===== src/rtl/imem_loader.sv =====
// imem_loader: fills instruction memory from a byte stream.
//
// The stream is a 2-byte big-endian word count followed by that many
// big-endian 32-bit instruction words. Each word is written to
// BASE_ADDR + 4*index. The CPU is held stopped (cpu_run=0) until the last
// word has been written.
//
// Ports:
//   CLK, RST_N            clock, synchronous active-low reset
//   start                 one-cycle request to begin a load (IDLE/DONE/ERR only)
//   rx_data/valid/ready   byte stream handshake; transfer on valid && ready
//   imem_we/addr/wdata    instruction-memory write port, one strobe per word
//   busy, done, err       load status; cpu_run mirrors done
module imem_loader #(
    parameter int          DEPTH     = 64,
    parameter logic [31:0] BASE_ADDR = 32'h0000_0000
) (
    input  logic        CLK,
    input  logic        RST_N,
    input  logic        start,
    input  logic [7:0]  rx_data,
    input  logic        rx_valid,
    output logic        rx_ready,
    output logic        imem_we,
    output logic [31:0] imem_addr,
    output logic [31:0] imem_wdata,
    output logic        busy,
    output logic        done,
    output logic        err,
    output logic        cpu_run
);

    typedef enum logic [2:0] {
        IDLE, LEN_HI, LEN_LO, DATA, WRITE, DONE, ERR
    } state_t;

    localparam logic [31:0] DEPTH_W = 32'(DEPTH);

    state_t      state;
    logic [15:0] len;
    logic [15:0] word_cnt;
    logic [1:0]  byte_cnt;
    logic [23:0] asm_word;   // first three bytes of the word in progress

    logic        xfer;
    logic [15:0] full_len;
    logic [15:0] next_cnt;
    logic [31:0] word_addr;

    assign xfer      = rx_valid && rx_ready;
    assign full_len  = {len[15:8], rx_data};
    assign next_cnt  = word_cnt + 16'd1;
    assign word_addr = BASE_ADDR + {14'd0, word_cnt, 2'b00};

    always_ff @(posedge CLK) begin
        if (!RST_N) begin
            state      <= IDLE;
            rx_ready   <= 1'b0;
            imem_we    <= 1'b0;
            imem_addr  <= BASE_ADDR;
            imem_wdata <= 32'd0;
            busy       <= 1'b0;
            done       <= 1'b0;
            err        <= 1'b0;
            cpu_run    <= 1'b0;
            len        <= 16'd0;
            word_cnt   <= 16'd0;
            byte_cnt   <= 2'd0;
            asm_word   <= 24'd0;
        end else begin
            imem_we <= 1'b0;
            case (state)
                // IDLE, DONE and ERR are the only states that honour start.
                IDLE, DONE, ERR: begin
                    rx_ready <= 1'b0;
                    if (start) begin
                        state    <= LEN_HI;
                        rx_ready <= 1'b1;
                        busy     <= 1'b1;
                        done     <= 1'b0;
                        err      <= 1'b0;
                        cpu_run  <= 1'b0;
                        len      <= 16'd0;
                        word_cnt <= 16'd0;
                        byte_cnt <= 2'd0;
                    end
                end
                LEN_HI: begin
                    if (xfer) begin
                        len[15:8] <= rx_data;
                        state     <= LEN_LO;
                    end
                end
                LEN_LO: begin
                    if (xfer) begin
                        len[7:0] <= rx_data;
                        if (full_len == 16'd0 || {16'd0, full_len} > DEPTH_W) begin
                            state    <= ERR;
                            rx_ready <= 1'b0;
                            busy     <= 1'b0;
                            err      <= 1'b1;
                        end else begin
                            state    <= DATA;
                            byte_cnt <= 2'd0;
                            word_cnt <= 16'd0;
                        end
                    end
                end
                DATA: begin
                    if (xfer) begin
                        byte_cnt <= byte_cnt + 2'd1;
                        asm_word <= {asm_word[15:0], rx_data};
                        // Fourth byte completes the word: issue the write
                        // directly from the assembly register plus this byte.
                        if (byte_cnt == 2'd3) begin
                            state      <= WRITE;
                            rx_ready   <= 1'b0;
                            imem_we    <= 1'b1;
                            imem_wdata <= {asm_word, rx_data};
                            imem_addr  <= word_addr;
                        end
                    end
                end
                WRITE: begin
                    word_cnt <= next_cnt;
                    byte_cnt <= 2'd0;
                    if (next_cnt == len) begin
                        state   <= DONE;
                        busy    <= 1'b0;
                        done    <= 1'b1;
                        cpu_run <= 1'b1;
                    end else begin
                        state    <= DATA;
                        rx_ready <= 1'b1;
                    end
                end
                default: begin
                    state    <= IDLE;
                    rx_ready <= 1'b0;
                end
            endcase
        end
    end

endmodule


===== config.mk =====
export PLATFORM = sky130hd
export DESIGN_NAME = imem_loader
export DESIGN_NICKNAME = d
export VERILOG_FILES = /design/src/rtl/imem_loader.sv
export SDC_FILE = /design/constraint.sdc
export NUM_CORES = 1
export LEC_CHECK = 0
export CAP_MARGIN = 20
export CORE_UTILIZATION = 58
export DETAILED_ROUTE_END_ITERATION = 8
export MAX_ROUTING_LAYER = met4
export PLACE_DENSITY_LB_ADDON = 0.3
export SLEW_MARGIN = 10
export SYNTH_ARGS = -nofsm -noshare
export SYNTH_HDL_FRONTEND = slang
export SYNTH_SLANG_ARGS = --single-unit

===== constraint.sdc =====
create_clock -name CLK -period 5.1 [get_ports CLK]
set_input_delay 0.765 -clock CLK [delete_from_list [all_inputs] [get_ports CLK]]
set_output_delay 0.765 -clock CLK [all_outputs]
set_load 0.005 [all_outputs]

Yosys cells after proc, flatten, opt, wreduce, memory -nomap -nowiden --
Cells that the tools add are included.
Operators by class: add/subtract/negate cells 2, $lt $le $gt $ge 1, equal/unequal tests 17, muxes and demuxes 37, bitwise logic cells 1, reductions and logical operators 22
Operators by type and width (number):
- 2-to-1 mux 16 bit | 3
- one-hot mux 16 bit (3 select lines) | 1
- one-hot mux 8 bit (2 select lines) | 2
- 2-to-1 mux 3 bit | 7
- inequality test 2 bit (second input constant) | 9
- adder 16 x 1 -> 16 bit (second input constant) | 1
- equality test 16 bit | 1
- greater-than comparator 16 x 7 -> 1 bit (second input constant) | 1
- zero test 16 bit | 1
- one-hot mux 3 bit (5 select lines) | 1
- AND reduction 3 bit | 5
- AND reduction 5 bit | 3
- 2-to-1 mux 1 bit | 13
- equality test 3 bit (second input constant) | 3
- 2-to-1 mux 2 bit | 4
- 2-to-1 mux 8 bit | 1
- one-hot mux 2 bit (4 select lines) | 1
- AND reduction 4 bit | 2
- equality test 3 x 2 -> 1 bit (second input constant) | 2
- AND reduction 6 bit | 1
- nonzero test 2 bit | 3
- one-hot mux 1 bit (5 select lines) | 1
- one-hot mux 1 bit (2 select lines) | 2
- nonzero test 4 bit | 1
- 11 further kinds | 11
Storage, ports and cells: flip-flop bits (word level) 114, bits of input ports 12, output and inout port bits 70, word-level logic and storage cells 93

Logic depth before layout (Yosys ltp) --
Gate-level depths: netlist (run 1).
depth after elaboration 5, gate-level depth with buffers 8, mapped depth without buffers 7

Worst setup path after synthesis (run 1) --
No wires, ideal clock.
kind input to register, start point in rx_data[0], end point reg byte_cnt[0], setup time 0.120 ns, data arrival time 2.297 ns, required time 4.980 ns, setup slack 2.683 ns, stages 6, path buffers 0, path through or4_1 > or4_1 > nand3_1 > nand2b_1 > a41o_1 > mux2i_1
Between the ends: longest elaborated chain between the ends 4, elaborated cells on any way between the ends 5, those cells by class order compare: 1; eq/ne: 1; reduce/logical: 3
Ends and longest elaborated chain:
- from (decl) | RTL line 21 | input logic [7:0] rx_data,
- greater-than comparator 16 x 7 -> 1 bit or zero test 16 bit (tied branches) | RTL line 97 | if (full_len == 16'd0 || {16'd0, full_len} > DEPTH_W) begin
- logical OR 1 bit * | RTL line 97
- inequality test 2 bit (no source line) *
- AND reduction 5 bit (no source line) *
- to (signal assigned) | RTL line 111 | byte_cnt <= byte_cnt + 2'd1;
- to (decl) | RTL line 42 | logic [1:0] byte_cnt;
Mark *: on every way between the ends. The rest lies on a longest branch, timed or not. A chain may end at the register's enable or synchronous reset.

Worst setup path after layout (run 1) --
start point in rx_valid, end point reg imem_addr[16]
Between the ends: longest elaborated chain between the ends 2
Ends and longest elaborated chain:
- from (decl) | RTL line 22 | input logic rx_valid,
- logical AND 1 bit | RTL line 50 | assign xfer = rx_valid && rx_ready;
- AND reduction 3 bit (no source line)
- to (signal assigned) | RTL line 120 | imem_addr <= word_addr;
- to (decl) | RTL line 25 | output logic [31:0] imem_addr,
Every way passes these cells.

==> results of run 1 <==
-- critical path, cell delays in order --
cell and delay (ns):
sky130_fd_sc_hd__clkdlybuf4s50_1 0.51, sky130_fd_sc_hd__nand2_1 0.11, sky130_fd_sc_hd__nor3_2 0.58, sky130_fd_sc_hd__and2_1 0.56, sky130_fd_sc_hd__buf_4 0.43, sky130_fd_sc_hd__nand2_1 0.12, sky130_fd_sc_hd__a21boi_0 0.21
-- synthesized netlist by cell type, types with 2 or more instances --
library cell / number
sky130_fd_sc_hd__dfxtp_1: 114
sky130_fd_sc_hd__a21oi_1: 10
sky130_fd_sc_hd__or3_1: 7
sky130_fd_sc_hd__nor2_1: 33
sky130_fd_sc_hd__clkbuf_1: 31
sky130_fd_sc_hd__nand4_2: 2
sky130_fd_sc_hd__o31ai_1: 4
sky130_fd_sc_hd__inv_1: 6
sky130_fd_sc_hd__a21boi_0: 82
sky130_fd_sc_hd__nand4_1: 4
sky130_fd_sc_hd__nand2_1: 171
sky130_fd_sc_hd__nor4_4: 2
sky130_fd_sc_hd__nor3b_1: 2
sky130_fd_sc_hd__a31oi_1: 3
sky130_fd_sc_hd__a21boi_1: 2
sky130_fd_sc_hd__nor3_1: 11
sky130_fd_sc_hd__nor2b_1: 4
sky130_fd_sc_hd__and3_1: 7
sky130_fd_sc_hd__o221a_2: 3
sky130_fd_sc_hd__o211a_1: 2
sky130_fd_sc_hd__xnor2_1: 13
sky130_fd_sc_hd__nand3b_1: 3
sky130_fd_sc_hd__nand2b_1: 6
sky130_fd_sc_hd__o21ai_0: 23
sky130_fd_sc_hd__buf_4: 19
sky130_fd_sc_hd__nand3_1: 8
sky130_fd_sc_hd__buf_2: 11
sky130_fd_sc_hd__or4_1: 3
sky130_fd_sc_hd__ha_1: 2
sky130_fd_sc_hd__and2_1: 4
sky130_fd_sc_hd__nor4_1: 2
sky130_fd_sc_hd__xor2_1: 10
sky130_fd_sc_hd__mux2i_1: 17
-- per-layer routing --
| layer | vias to the layer above | global-route usage (%) | routed length [µm] |
|---|---|---|---|
| met5 | - | - | 0 |
| li1 | 2248 | - | - |
| met2 | 200 | 47.3 | 6320 |
| met1 | 2185 | 38.1 | 5760 |
| met4 | 0 | 9.09 | 119 |
| met3 | 16 | 7.16 | 1010 |
-- stage by stage --
step                cells  hold slack, ns  area [µm²]  utilization, %
floorplan             661           0.438        5410               -
global placement      777           0.445        5910            66.8
detailed placement    777           0.453        5910            66.8
CTS                   808           0.461        6470            73.2
global route          808           0.487        6470            73.2
finish                808           0.456        6470            73.2
-- layout make-up --
type | instances | area [µm²] | share of cell area, %
clock buffers | 19 | 432 | 6.67
clock inverters | 12 | 135 | 2.09
flip-flops and latches | 114 | 2280 | 35.3
well taps | 108 | 135 | 2.09
repair buffers | 70 | 683 | 10.6
multi-input cells | 479 | 2780 | 43.0
inverters | 6 | 22.5 | 0.348
-- kinds of logic (layout without fill, tap and decap cells) --
| family | after synthesis | count (layout) | synth area share (%) |
|---|---|---|---|
| XOR/XNOR | 23 | 23 | 3.76 |
| buffers and inverters | 68 | 107 | 6.49 |
| other | 1 | 16 | 0.0700 |
| AO/OA/AOI/OAI | 141 | 141 | 18.7 |
| AND/OR/NAND/NOR | 279 | 279 | 24.6 |
| flip-flops | 114 | 114 | 42.6 |
| multiplexers | 17 | 17 | 3.18 |
| adder cells (fa/ha/maj) | 3 | 3 | 0.654 |
-- power by group --
| part | leakage (nW) | switching [mW] | internal [mW] |
|---|---|---|---|
| combinational | 1.16 | 0.0668 | 0.0474 |
| sequential | 0.919 | 0.0120 | 0.900 |
| clock | 0.266 | 0.418 | 0.705 |
| total | 2.35 | 0.497 | 1.65 |
-- worst max-delay path by stage --
stage / start / slack, ns / end
final: rx_valid / 2.22 / imem_addr[16]$_SDFFE_PN0P_
after global routing: state[0]$_SDFFE_PN0P_ / 2.03 / imem_addr[16]$_SDFFE_PN0P_
after CTS: rx_valid / 2.25 / imem_addr[16]$_SDFFE_PN0P_
after detailed placement: rx_valid / 1.73 / imem_wdata[11]$_SDFFE_PN0P_
after global placement: rx_valid / 1.93 / imem_wdata[30]$_SDFFE_PN0P_
after floorplan: rx_data[0] / 2.68 / byte_cnt[0]$_SDFFE_PN0P_
-- registers in the layout (all words and copies together) (netlist names) --
register / flops
imem_wdata: 32
asm_word: 24
imem_addr: 16
len: 16
word_cnt: 16
state: 3
byte_cnt: 2
busy: 1
cpu_run: 1
err: 1
imem_we: 1
rx_ready: 1
==> metrics.log, run 1 <==
INFO  metric worst_ep_arrival_time = 3.29 ns
INFO  metric finalCriticalPeriod = 2.88 ns
INFO  metric report.final.slew_viol_count = 0
INFO  metric worst-slew-pin-transition = 0.774 ns
INFO  metric crit_required = 5.52 ns
INFO  metric violated_checks = design-rule violations
INFO  metric portBuffers = 65
INFO  metric antenna_found_initial = 0
INFO  metric maximum_vdd_drop = 0.000274 V
INFO  metric reg2reg_depth = 6
INFO  metric maximum_capacitance_violations = 0
INFO  metric drt_first_iter_violations = 390
INFO  metric min-delay-start = imem_wdata[14]$_SDFFE_PN0P_
INFO  metric synthTopCellsByArea = sky130_fd_sc_hd__dfxtp_1, sky130_fd_sc_hd__nand2_1, sky130_fd_sc_hd__a21boi_0
INFO  metric layout.filler_cells = 678
INFO  metric firstDrtPassIters = 7
INFO  metric grt_first_pass_wirelength = 22,300 µm
INFO  metric ctsHoldBuffers = 0
INFO  metric clk_transition_reported_paths = 0.06 ns
INFO  metric grt_pass1_vias = 4,555
INFO  metric die-height = 98.1 µm
INFO  metric synth.avg_cell_area = 8.29 µm²
INFO  metric finalHoldViolCount = 0
INFO  metric total_leakage_power = 2.35 nW
INFO  metric detail_route.wirelength = 13,200 µm
INFO  metric synth-edff-count = 0
INFO  metric postSynth.topFlopCell = sky130_fd_sc_hd__dfxtp_1
INFO  metric timing.critical_path.fanout_max = 33
INFO  metric drtAntennaViolNets = 0
INFO  metric antenna-diode-count = 0
INFO  metric syn-instance-count = 646
INFO  metric postCtsSetupRepairBufs = 0
INFO  metric clock_tree.htree_level_count = 4
INFO  metric synth_warnings = 0
INFO  metric unrepaired_setup_endpoints_after_global_routing = false
INFO  metric setup_viol = 0
INFO  metric initial_standard_cell_utilization_of_the_core = 60.5%
INFO  metric insertion_delay = 0.51 ns
INFO  metric layout_common_cells = sky130_fd_sc_hd__nand2_1, sky130_fd_sc_hd__dfxtp_1, sky130_fd_sc_hd__a21boi_0, sky130_fd_sc_hd__clkdlybuf4s50_1, sky130_fd_sc_hd__nor2_1
INFO  metric clock_path_buffers = 2
INFO  metric route.detailed.vias_per_inst = 5.75
INFO  metric run_status = finished, violations left
INFO  metric critical_path_class = in -> reg
INFO  metric timing.rr.end = imem_addr[16]$_SDFFE_PN0P_
INFO  metric reg2reg_slack = 2.26 ns
INFO  metric gp_congestion = 0.912
INFO  metric route.vias.total = 4,649
INFO  metric drive_gt1_share = 7.57%
INFO  metric highest_achievable_clock_rate = 0.348 GHz
INFO  metric fp.dieArea = 9630 µm²
INFO  metric leading_cell_type_in_the_layout_fill_and_taps_excluded = sky130_fd_sc_hd__nand2_1
INFO  metric dp_slack = 1.73 ns
INFO  metric cts-root-buf = sky130_fd_sc_hd__clkbuf_8
INFO  metric ios = 82
INFO  metric cts_tree = yes
INFO  metric global_route.overflow_total = 0
INFO  metric finalSetupTns = 0 ns
INFO  metric ys_seq_area_share = 42.6%
INFO  metric startpoint_type = input pin
INFO  metric worst_hold_endpoint = imem_wdata[14]$_SDFFE_PN0P_
INFO  metric synth.largest_area_cell = sky130_fd_sc_hd__dfxtp_1
INFO  metric worst_clock_skew = 0.0113 ns
INFO  metric cts_made_buffers = 17
INFO  metric design_power_total = 2.15 mW
INFO  metric final_net_count = 702
INFO  metric num_rows = 34
INFO  metric core_region_area = 8850 µm²
INFO  metric ys_ff_latch = 114
INFO  metric drc_errors = 9
INFO  metric area_share_of_the_largest_cell_type_after_synthesis = 42.6%
INFO  metric worst_slew_margin_rel = 48.3%
INFO  metric route.detailed.wl_per_inst = 16.4 µm
INFO  metric post_cts_resized = 0
INFO  metric powerDensity = 332 nW/µm²
INFO  metric ys_async_sr_fraction = 0%
INFO  metric setup.worst_path.end_class = register
INFO  metric hold_path_depth = 2
INFO  metric grt_max_degree = 53
INFO  metric timing.final.ws_setup = 2.22 ns
INFO  metric grt_use_total = 30.0%
INFO  metric numClockSinks = 114
INFO  metric final.period_utilization = 56.4%
INFO  metric die-width = 98.1 µm
INFO  metric rr_startpoint = state[0]$_SDFFE_PN0P_
INFO  metric detailed_place_hpwl = 8990 µm
INFO  metric hp-class = reg -> reg
INFO  metric areaGrowthSynthToFinish = 20.8%
INFO  metric syn-cell-area = 5360 µm²
INFO  metric netlist-cell-type-count = 58
No activity file was read; power rests on OpenSTA's default activity.
==> inputs of run 2 (changes only) <==
--- a/config.mk
+++ b/config.mk
@@ -6,7 +6,7 @@
 export NUM_CORES = 1
 export LEC_CHECK = 0
 export CAP_MARGIN = 20
-export CORE_UTILIZATION = 58
+export CORE_UTILIZATION = 54
 export DETAILED_ROUTE_END_ITERATION = 8
 export MAX_ROUTING_LAYER = met4
 export PLACE_DENSITY_LB_ADDON = 0.3
==> constraint.sdc (replaced) <==
create_clock -name CLK -period 2.9 [get_ports CLK]
set_input_delay 0.435 -clock CLK [delete_from_list [all_inputs] [get_ports CLK]]
set_output_delay 0.435 -clock CLK [all_outputs]
set_load 0.005 [all_outputs]
==> run 2 against run 1 <==
The run now ends clean. Routed wire length rose by 1.2%. Global-route usage is 1.2 points lower. Register-to-register slack got worse by 1.8 ns. Hold slack gained 0.0057 ns. Clock-buffer cell count is 1 lower. Sequential share of layout area fell by 0.45 points. Final cell count increased by 4.2%. Highest routed layer unchanged.
==> metrics.log, run 2 (synthesis gave the netlist of run 1 again) <==
INFO  metric route.detailed.wl_per_inst = 15.9 µm
INFO  metric grt_use_total = 28.7%
INFO  metric num_rows = 35
INFO  metric timing.critical_path.fanout_max = 10
INFO  metric finalSetupTns = 0 ns
INFO  metric ios = 82
INFO  metric antenna-diode-count = 0
INFO  metric power_switching_share = 24.2%
INFO  metric clock_power_share = 50.9%
INFO  metric final_net_count = 714
INFO  metric maximum_capacitance_violations = 0
INFO  metric drtAntennaViolNets = 0
INFO  metric die-height = 102 µm
INFO  metric powerDensity = 563 nW/µm²
INFO  metric fin_worst_hold_slack = 0.462 ns
INFO  metric grt_pass1_vias = 4,471
INFO  metric detailroute.wirelength.met3 = 883 µm
INFO  metric clock_path_buffers = 2
INFO  metric core_region_area = 9420 µm²
INFO  metric timing.final.ws_setup = 0.425 ns
INFO  metric cts_made_buffers = 17
INFO  metric clock_tree.htree_level_count = 4
INFO  metric setup_viol = 0
INFO  metric largestRegisters = imem_wdata: 32 flops, asm_word: 24 flops
INFO  metric worst_clock_skew = 0.0106 ns
INFO  metric startpoint_type = register
INFO  metric hp-class = reg -> reg
INFO  metric numClockSinks = 114
INFO  metric report.final.slew_viol_count = 0
INFO  metric drc_errors = 0
INFO  metric die-width = 102 µm
INFO  metric reg2reg_slack = 0.43 ns
INFO  metric gp_congestion = 0.880
INFO  metric worst-slew-pin-transition = 0.785 ns
INFO  metric antenna_found_initial = 0
INFO  metric grt_first_pass_wirelength = 21,900 µm
INFO  metric ctsHoldBuffers = 0
INFO  metric unrepaired_setup_endpoints_after_global_routing = false
INFO  metric internal_power = 2.80 mW
INFO  metric clk_transition_reported_paths = 0.06 ns
INFO  metric finalHoldViolCount = 0
INFO  metric route.detailed.vias_per_inst = 5.55
INFO  metric highest_achievable_clock_rate = 0.404 GHz
INFO  metric layout_common_cells = sky130_fd_sc_hd__nand2_1, sky130_fd_sc_hd__dfxtp_1, sky130_fd_sc_hd__a21boi_0, sky130_fd_sc_hd__clkdlybuf4s50_1, sky130_fd_sc_hd__nor2_1
INFO  metric route.vias.total = 4,677
INFO  metric critical_path_class = reg -> reg
INFO  metric postCtsSetupRepairBufs = 0
INFO  metric initial_standard_cell_utilization_of_the_core = 56.9%
INFO  metric power.combinational.fraction = 5.6%
INFO  metric worst_ep_arrival_time = 2.94 ns
INFO  metric setup.worst_path.end_class = register
INFO  metric grt_max_degree = 61
INFO  metric drt_first_iter_violations = 348
INFO  metric detail_route.wirelength = 13,400 µm
INFO  metric maximum_vdd_drop = 0.000381 V
INFO  metric leading_cell_type_in_the_layout_fill_and_taps_excluded = sky130_fd_sc_hd__nand2_1
INFO  metric detailed_place_hpwl = 9100 µm
INFO  metric areaGrowthSynthToFinish = 22.4%
INFO  metric post_cts_resized = 0
INFO  metric largest_register_ffs = 32
INFO  metric top_layer = met4
INFO  metric insertion_delay = 0.52 ns
INFO  metric final.period_utilization = 85.3%
INFO  metric utilization = 69.6%
INFO  metric dp_slack = 0.128 ns
INFO  metric power.share.sequential = 43.5%
INFO  metric finalCriticalPeriod = 2.47 ns
INFO  metric cts-root-buf = sky130_fd_sc_hd__clkbuf_8
INFO  metric total_leakage_power = 2.40 nW
INFO  metric cts_tree = yes
INFO  metric switchingPower = 0.892 mW
INFO  metric met2_length = 6250 µm
INFO  metric largest_register = imem_wdata
INFO  metric drive_gt1_share = 9.26%
INFO  metric worst_slew_margin_rel = 47.6%
INFO  metric global_route.overflow_total = 0
INFO  metric layout.filler_cells = 759
INFO  metric route.layer.met1.wl = 5960 µm
INFO  metric fp.dieArea = 10,300 µm²
INFO  metric portBuffers = 65
INFO  metric crit_required = 3.36 ns
INFO  metric run_status = completed
INFO  metric firstDrtPassIters = 5
run 2: worst paths after layout:
path / start / end / cells past startpoint
max: word_cnt[5]$_SDFFE_PN0P_ / cpu_run$_SDFFE_PN0P_ / 6
min: imem_addr[2]$_SDFFE_PN0P_ / imem_addr[2]$_SDFFE_PN0P_ / 2
max reg2reg: word_cnt[5]$_SDFFE_PN0P_ / cpu_run$_SDFFE_PN0P_ / 6
min reg2reg: imem_addr[2]$_SDFFE_PN0P_ / imem_addr[2]$_SDFFE_PN0P_ / 2
run 2: per-layer routing:
layer / vias up / global-route usage (%)
met4: 0 / 10.7
met1: 2198 / 36.2
met2: 174 / 44.2
met5: - / -
li1: 2274 / -
met3: 31 / 7.45
run 2: final cells by class:
| cell class | count | area, µm² | share of cell area, % |
|---|---|---|---|
| multi-input cells | 479 | 2780 | 42.5 |
| flip-flops and latches | 114 | 2280 | 34.8 |
| well taps | 129 | 161 | 2.46 |
| clock inverters | 14 | 116 | 1.77 |
| repair buffers | 82 | 773 | 11.8 |
| inverters | 6 | 22.5 | 0.343 |
| clock buffers | 18 | 418 | 6.37 |
run 2: critical path: stages (launching register included):
cell	delay, ns
sky130_fd_sc_hd__dfxtp_1	0.60
sky130_fd_sc_hd__nand3_4	0.16
sky130_fd_sc_hd__nor4_1	0.70
sky130_fd_sc_hd__xnor2_1	0.19
sky130_fd_sc_hd__o2111ai_1	0.19
sky130_fd_sc_hd__nor3_1	0.36
sky130_fd_sc_hd__a32o_2	0.23
run 2: per-stage QoR:
step | total power, mW | std cells | instance area (µm²)
floorplan | 1.78 | 661 | 5410
global placement | 1.83 | 810 | 6020
detailed placement | 1.84 | 810 | 6020
CTS | 3.70 | 842 | 6560
global route | 3.80 | 842 | 6560
finish | 3.69 | 842 | 6560
run 2: power groups by stage:
stage,logic [mW],registers (mW),clock network [mW]
2_1_floorplan,0.156,1.63,0
3_3_place_gp,0.197,1.64,0
3_5_place_dp,0.203,1.64,0
4_1_cts,0.205,1.60,1.89
5_1_grt,0.225,1.61,1.97
6_report,0.207,1.60,1.88
==> patch, RTL diff (config.mk and constraints of run 2) <==
Put one more register stage on the output `err`, with the module's reset. The value now appears one clock later. The other outputs are not delayed to match.
--- a/src/rtl/imem_loader.sv
+++ b/src/rtl/imem_loader.sv
@@ -36,6 +36,8 @@
 
     localparam logic [31:0] DEPTH_W = 32'(DEPTH);
 
+    logic err_s0;
+
     state_t      state;
     logic [15:0] len;
     logic [15:0] word_cnt;
@@ -61,7 +63,7 @@
             imem_wdata <= 32'd0;
             busy       <= 1'b0;
             done       <= 1'b0;
-            err        <= 1'b0;
+            err_s0     <= 1'b0;
             cpu_run    <= 1'b0;
             len        <= 16'd0;
             word_cnt   <= 16'd0;
@@ -78,7 +80,7 @@
                         rx_ready <= 1'b1;
                         busy     <= 1'b1;
                         done     <= 1'b0;
-                        err      <= 1'b0;
+                        err_s0   <= 1'b0;
                         cpu_run  <= 1'b0;
                         len      <= 16'd0;
                         word_cnt <= 16'd0;
@@ -98,7 +100,7 @@
                             state    <= ERR;
                             rx_ready <= 1'b0;
                             busy     <= 1'b0;
-                            err      <= 1'b1;
+                            err_s0   <= 1'b1;
                         end else begin
                             state    <= DATA;
                             byte_cnt <= 2'd0;
@@ -142,5 +144,13 @@
         end
     end
 
+    always_ff @(posedge CLK) begin
+        if (!RST_N) begin
+            err <= '0;
+        end else begin
+            err <= err_s0;
+        end
+    end
+
 endmodule
 
Check against the original RTL: not equivalent (Yosys sat finds a counterexample within 4 cycles, from zero or initial values and one cycle with RST_N low).
==> patch against run 2 <==
Non-clock buffer count up 2. Wire length down 6.2%. Sequential cell count up 1. Total power up 4.4%. Fmax down 6.5%. Worst setup slack worse by 0.17 ns. Area after synthesis down 4.9%. Final area down 2.6%. Largest power group unchanged.
==> patch: results (changes against run 2) <==
Run status
  • Status: finished, final reports clean (unchanged)

Placed design
  • Area after DPL: 0.005803 mm² (was 0.006023 mm²)
  • Cells after DPL: 788 (was 810)
  • DP HPWL: 8407 µm (was 9097 µm)

Yosys
  • Synth top area cells: dfxtp_1 (45%), nand2_1 (12%), a21oi_1 (8.3%) (was dfxtp_1 (43%), nand2_1 (12%), a21boi_0 (11%))
  • Seq/Total Area, Yosys: 45.18% (was 42.60%)
  • Yosys cell types: 56 (was 58)
  • Commonest cells post-synth: nand2_1 (164), dfxtp_1 (115), a21oi_1 (85) (was nand2_1 (171), dfxtp_1 (114), a21boi_0 (82))
  • XOR/XNOR Fraction of Synth Area: 4.125% (was 3.760%)
  • Adder-cell share of the synthesized area: 0.4910% (was 0.6539%)
  • Synth Area in Compound Gates: 16.38% (was 18.66%)
  • Syn avg cell area: 8.013 µm² (was 8.294 µm²)

Route
  • Via Count: 4588 (was 4677)
  • Routed vias/inst: 5.595 (was 5.555)

STA
  • Actual slew at the worst max-slew pin: 0.9605 ns (was 0.7848 ns)
  • Worst Skew: 0.006291 ns (was 0.01060 ns)
  • Fin Hold WS: 0.4535 ns (was 0.4619 ns)
  • Fmax: 377.8 MHz (was 404.1 MHz)

Critical path
  • CP max-delay cell: nor4_2 (was nor4_1)
  • Slowest stage delay, CP: 0.55 ns (was 0.70 ns)

Final layout
  • Layout cells sized above 1: 9.591% (was 9.257%)
  • Layout net count: 710 (was 714)

Global route
  • Vias in the first global route: 4340 (was 4471)
  • Total GRT Usage: 27.32% (was 28.73%)

Power and ir drop
  • P_leak: 2.324 nW (was 2.400 nW)
==> patch: changes by cell type after synthesis, sizes merged, moves of 5 or more <==
cell    before  now
a21boi      84    2
nand2b       6    1
a21oi       10   85
nand2      171  164
a31oi        3   11
nor2        33   45
==> patch: power by group <==
part,switching [mW],internal [mW]
Sequential,0.0163,1.59
Combinational,0.116,0.0832
Clock,0.801,1.24
Total,0.933,2.92
==> patch: final cells by class <==
type	count	area, µm²	area share, %
multi-input combinational	471	2530	39.61
inverter	7	26.28	0.4114
sequential	115	2302	36.04
timing repair buffer	84	805.8	12.62
clock inverter	15	170.2	2.664
tap	111	138.9	2.174
clock buffer	17	414.1	6.484
==> patch: per-layer routing <==
layer  vias to the layer above  share of wire, %  GRT usage [%]
met5                         -                 0              -
met4                         0               2.6          11.43
met3                        34               6.5          6.957
met2                       156                49          44.59
met1                      2149                42          32.20
li1                       2249                 -              -
